File: src/rtl/mc_ctrl_fsm.sv
`default_nettype none
// ============================================================================
// Module   : mc_ctrl_fsm
// Purpose  : Multicycle MIPS main-control FSM. It sequences fetch, decode,
//            execute, memory and writeback, and decodes the datapath enables.
// Revision : 1.0 - initial release
// ============================================================================
module mc_ctrl_fsm #(
    parameter logic [5:0] OP_RTYPE = 6'b000000,
    parameter logic [5:0] OP_LW    = 6'b100011,
    parameter logic [5:0] OP_SW    = 6'b101011,
    parameter logic [5:0] OP_BEQ   = 6'b000100,
    parameter logic [5:0] OP_ADDI  = 6'b001000,
    parameter logic [5:0] OP_J     = 6'b000010
) (
    input  logic       clk,
    input  logic       rst_n,
    input  logic [5:0] op,
    input  logic       memready,
    output logic       pcwrite,
    output logic       pcwritecond,
    output logic       iord,
    output logic       memread,
    output logic       memwrite,
    output logic       irwrite,
    output logic       memtoreg,
    output logic       regdst,
    output logic       regwrite,
    output logic       alusrca,
    output logic [1:0] alusrcb,
    output logic [1:0] aluop,
    output logic [1:0] pcsource,
    output logic       instdone,
    output logic       illegal,
    output logic [3:0] state
);

    typedef enum logic [3:0] {
        S_FETCH  = 4'd0,
        S_DECODE = 4'd1,
        S_MEMADR = 4'd2,
        S_MEMRD  = 4'd3,
        S_MEMWB  = 4'd4,
        S_MEMWR  = 4'd5,
        S_EXEC   = 4'd6,
        S_ALUWB  = 4'd7,
        S_BRANCH = 4'd8,
        S_ADDIEX = 4'd9,
        S_ADDIWB = 4'd10,
        S_JUMP   = 4'd11
    } state_t;

    localparam logic [1:0] c_SRCB_RT    = 2'b00;
    localparam logic [1:0] c_SRCB_FOUR  = 2'b01;
    localparam logic [1:0] c_SRCB_IMM   = 2'b10;
    localparam logic [1:0] c_SRCB_IMMSH = 2'b11;

    localparam logic [1:0] c_ALU_ADD    = 2'b00;
    localparam logic [1:0] c_ALU_SUB    = 2'b01;
    localparam logic [1:0] c_ALU_FUNCT  = 2'b10;
    localparam logic [1:0] c_ALU_ADDI   = 2'b11;

    localparam logic [1:0] c_PC_ALU     = 2'b00;
    localparam logic [1:0] c_PC_ALUOUT  = 2'b01;
    localparam logic [1:0] c_PC_JUMP    = 2'b10;

    state_t r_state;
    state_t w_next;

    always_ff @(posedge clk or negedge rst_n) begin
        if (!rst_n) begin
            r_state <= S_FETCH;
        end else begin
            r_state <= w_next;
        end
    end

    // Next-state decode; encodings 12-15 fall into the default and recover.
    always_comb begin
        w_next = S_FETCH;
        case (r_state)
            S_FETCH:  w_next = memready ? S_DECODE : S_FETCH;
            S_DECODE: begin
                if (op == OP_LW || op == OP_SW) begin
                    w_next = S_MEMADR;
                end else if (op == OP_RTYPE) begin
                    w_next = S_EXEC;
                end else if (op == OP_BEQ) begin
                    w_next = S_BRANCH;
                end else if (op == OP_ADDI) begin
                    w_next = S_ADDIEX;
                end else if (op == OP_J) begin
                    w_next = S_JUMP;
                end else begin
                    w_next = S_FETCH;
                end
            end
            S_MEMADR: begin
                if (op == OP_LW) begin
                    w_next = S_MEMRD;
                end else if (op == OP_SW) begin
                    w_next = S_MEMWR;
                end else begin
                    w_next = S_FETCH;
                end
            end
            S_MEMRD:  w_next = memready ? S_MEMWB : S_MEMRD;
            S_MEMWB:  w_next = S_FETCH;
            S_MEMWR:  w_next = memready ? S_FETCH : S_MEMWR;
            S_EXEC:   w_next = S_ALUWB;
            S_ALUWB:  w_next = S_FETCH;
            S_BRANCH: w_next = S_FETCH;
            S_ADDIEX: w_next = S_ADDIWB;
            S_ADDIWB: w_next = S_FETCH;
            S_JUMP:   w_next = S_FETCH;
            default:  w_next = S_FETCH;
        endcase
    end

    // Moore output decode; only the memory-handshake states look at memready.
    always_comb begin
        pcwrite     = 1'b0;
        pcwritecond = 1'b0;
        iord        = 1'b0;
        memread     = 1'b0;
        memwrite    = 1'b0;
        irwrite     = 1'b0;
        memtoreg    = 1'b0;
        regdst      = 1'b0;
        regwrite    = 1'b0;
        alusrca     = 1'b0;
        alusrcb     = c_SRCB_RT;
        aluop       = c_ALU_ADD;
        pcsource    = c_PC_ALU;
        instdone    = 1'b0;
        illegal     = 1'b0;
        case (r_state)
            S_FETCH: begin
                memread  = 1'b1;
                alusrcb  = c_SRCB_FOUR;
                irwrite  = memready;
                pcwrite  = memready;
            end
            S_DECODE: begin
                alusrcb  = c_SRCB_IMMSH;
                illegal  = !(op == OP_LW || op == OP_SW || op == OP_RTYPE ||
                             op == OP_BEQ || op == OP_ADDI || op == OP_J);
            end
            S_MEMADR: begin
                alusrca  = 1'b1;
                alusrcb  = c_SRCB_IMM;
            end
            S_MEMRD: begin
                memread  = 1'b1;
                iord     = 1'b1;
            end
            S_MEMWB: begin
                regwrite = 1'b1;
                memtoreg = 1'b1;
                instdone = 1'b1;
            end
            S_MEMWR: begin
                memwrite = 1'b1;
                iord     = 1'b1;
                instdone = memready;
            end
            S_EXEC: begin
                alusrca  = 1'b1;
                aluop    = c_ALU_FUNCT;
            end
            S_ALUWB: begin
                regdst   = 1'b1;
                regwrite = 1'b1;
                instdone = 1'b1;
            end
            S_BRANCH: begin
                alusrca     = 1'b1;
                aluop       = c_ALU_SUB;
                pcwritecond = 1'b1;
                pcsource    = c_PC_ALUOUT;
                instdone    = 1'b1;
            end
            S_ADDIEX: begin
                alusrca  = 1'b1;
                alusrcb  = c_SRCB_IMM;
                aluop    = c_ALU_ADDI;
            end
            S_ADDIWB: begin
                regwrite = 1'b1;
                instdone = 1'b1;
            end
            S_JUMP: begin
                pcwrite  = 1'b1;
                pcsource = c_PC_JUMP;
                instdone = 1'b1;
            end
            default: begin
                pcwrite = 1'b0;
            end
        endcase
    end

    assign state = r_state;

endmodule
`default_nettype wire

File: config.mk
export PLATFORM = sky130hd
export DESIGN_NAME = mc_ctrl_fsm
export DESIGN_NICKNAME = d
export VERILOG_FILES = /design/src/rtl/mc_ctrl_fsm.sv
export SDC_FILE = /design/constraint.sdc
export NUM_CORES = 1
export LEC_CHECK = 0
export ABC_AREA = 1
export CAP_MARGIN = 20
export CELL_PAD_IN_SITES_DETAIL_PLACEMENT = 1
export CELL_PAD_IN_SITES_GLOBAL_PLACEMENT = 2
export CORE_UTILIZATION = 16
export CTS_CLUSTER_DIAMETER = 120
export DETAILED_ROUTE_END_ITERATION = 8
export PLACE_DENSITY_LB_ADDON = 0.25
export SLEW_MARGIN = 20
export SYNTH_ARGS = -nofsm -noshare
export SYNTH_HDL_FRONTEND = slang
export SYNTH_SLANG_ARGS = --single-unit
File: constraint.sdc
create_clock -name clk -period 1.7 [get_ports clk]
set_clock_uncertainty 0.05 [all_clocks]
set_input_delay 0.255 -clock clk [delete_from_list [all_inputs] [get_ports clk]]
set_output_delay 0.255 -clock clk [all_outputs]
set_load 0.05 [all_outputs]
==> summary.txt <==
Critical path
  – R2r endpoint: state[0]
  – Startpoint Class: register
  – CP Class: reg -> out
  – CP endpoint kind: output pin
  – Critical Path Sink: instdone
  – Flop-to-flop setup slack: 0.33 ns
  – FF-to-FF path depth: 8
  – Worst Setup SP: state[0]
  – Crit Reg-Reg Startpoint: state[0]
  – WP data arrival: 1.47 ns
  – Critical Path RT: 1.39 ns
  – CP max FO: 5

Finish
  – Share of cells above drive strength 1: 61.21%
  – Largest register FFs: 4
  – Leading cell type in the layout, fill and taps excluded: buf_4
  – Antenna diodes: 0
  – Nets: 176
  – Area delta synth->final: 201.7%
  – Most frequent cells in the layout: buf_4 (23), buf_12 (19), nand2_1 (17)

Routing
  – Metal-1 WL: 918 um
  – Post-Route WL: 2462 um
  – Met2 wire len: 1488 um
  – Initial DRT Pass Iterations: 4
  – Met3 Routed Length: 56 um
  – Routed vias: 858
  – Antenna Nets Post-Route: 0
  – DR iter-0 viols: 13
  – DRC Markers: 0
  – Routed vias/inst: 4.105
  – Uppermost layer routed: met3
  – Per-cell routed wire length: 11.78 um

GRT
  – Largest net degree at the start of global routing: 6
  – Vias in the first global route: 828
  – Total grt overflow: 0
  – First-pass GRT wire length: 3484 um
  – All-Layer GR Usage: 13.01%
  – Antenna violations before repair: 0

STA
  – Slew headroom: 85.58%
  – Final hold violation count: 0
  – RSZ-0062 raised after global routing: yes
  – Setup TNS: -0.1968 ns
  – Final period util: 104.5%
  – FMAX: 0.5631 GHz
  – Min Tclk post-route: 1.776 ns
  – Max Slew Vio Count: 0
  – Fin worst setup slack: -0.07597 ns
  – Final setup viols: 7
  – Worst-Margin Slew: 0.2164 ns

Placement
  – Hpwl dp: 1673 um
  – Placer Congestion: 0.7222
  – Setup WS pre-CTS: -0.1365 ns
  – IO Port Bufs: 30

Floorplanning
  – IO Pins: 31
  – Core box area: 3028 um^2
  – Die Ht: 58.42 um
  – Cell Rows: 20
  – Initial core utilization: 16.82%
  – Chip Width: 58.42 um
  – Die area: 3412 um^2

Synthesis
  – Post-synthesis cell area: 509.2 um^2
  – Synth unique cells: 12
  – Synth area leaders: nor2_1 (21%), dfrtp_1 (20%), nand2_1 (18%)
  – Seq/Total Area, Yosys: 19.66%
  – Syn Inst Count: 104
  – Avg Cell Area, Syn: 4.897 um^2
  – Post-synth top area cell: nor2_1
  – Yosys warning count: 0
  – Top-area cell type share of the netlist area: 21.38%
  – Synth Register Bits: 4
  – Syn nets: 113

Clocking
  – Worst-path clk slew: 0.04 ns
  – CTS root buffer: clkbuf_4
  – Clock Tree Buf Depth: 2
  – CTS tree: done
  – Htree depth: 1
  – CTS Hold Buffers Added: 0
  – Clk Latency, worst-skew pair: 0.23 ns
  – Inserted Clock Buffers: 3
  – Clk sinks: 4

Hold path
  – Worst hold-check path type: in -> async

Pwr
  – Maximum vdd drop: 0.0002418 V
  – Pwr dens: 470.9 nW/um^2
  – Static leakage: 0.7731 nW

Flow run
  – Max cap viols: 0

Status
  – Outcome: complete, but fails checks
  – Failing checks: negative setup slack
==> synth_stat cells, drive strengths merged <==
cell   number
inv        23
o21ai       4
o22ai       1
nand3      12
a21oi       1
nor2       30
nand4       1
nor3        2
nand2      26
dfrtp       4
==> timing repair <==
item / 4_1_cts / 5_1_grt
buffers inserted: 5 / 14
endpoints found under the setup margin: 9 / 13
pin swaps: 11 / 11
resized for setup: 25 / 30
==> through the flow <==
step | total power, mW | util (%) | hold slack (ns) | instance area, um^2 | std cells
2_1_floorplan | 0.3127 | - | -0.09059 | 583.1 | 104
3_3_place_gp | 0.4968 | 39.26 | 0.4110 | 1189 | 187
3_5_place_dp | 0.5001 | 39.26 | 0.4257 | 1189 | 187
4_1_cts | 0.6489 | 43.51 | 0.1697 | 1318 | 195
5_1_grt | 0.7647 | 50.74 | 0.1805 | 1536 | 209
6_report | 0.7235 | 50.74 | 0.1741 | 1536 | 209
==> per-layer routing <==
layer | track usage (%) | vias up
met5 | 0 | -
met4 | 3.061 | 0
met3 | 2.418 | 0
met2 | 25.94 | 17
met1 | 13.94 | 402
li1 | - | 439
==> layout make-up <==
cell class	count	area (um^2)
sequential	4	105.1
timing repair buffer	58	723.2
multi-input combinational	77	536.8
clock buffer	3	22.52
fill	368	1491
tap	44	55.05
inverter	23	93.84
==> where the power goes <==
group / switching [mW] / internal, mW
logic: 0.263 / 0.228
clock network: 0.0373 / 0.0789
registers: 0.0141 / 0.102
==> how the worst min path moves through the flow <==
stage	start	end	slack [ns]	cells past startpoint
floorplan	rst_n	state[0]	-0.09	0
global placement	rst_n	state[2]	0.41	1
detailed placement	rst_n	state[2]	0.43	1
CTS	rst_n	state[2]	0.17	1
global route	rst_n	state[2]	0.18	1
finish	rst_n	state[2]	0.17	1
==> kinds of logic (layout without fill, tap and decap cells) <==
family / count (synthesis) / after routing / synth area share (%)
DFF: 4 / 4 / 19.66
AOI/OAI and AO/OA: 6 / 6 / 6.143
and+or+nand+nor: 71 / 71 / 57.25
buffers and inverters: 23 / 84 / 16.95
==> worst max-delay path: stages, from the launching register on <==
cell and delay (ns):
dfrtp_2 0.44, buf_6 0.13, nor2_4 0.04, inv_4 0.11, nor2_4 0.05, nor3_4 0.21
nand2_2 0.10, buf_12 0.16
Power figures use the tool's default switching activity.
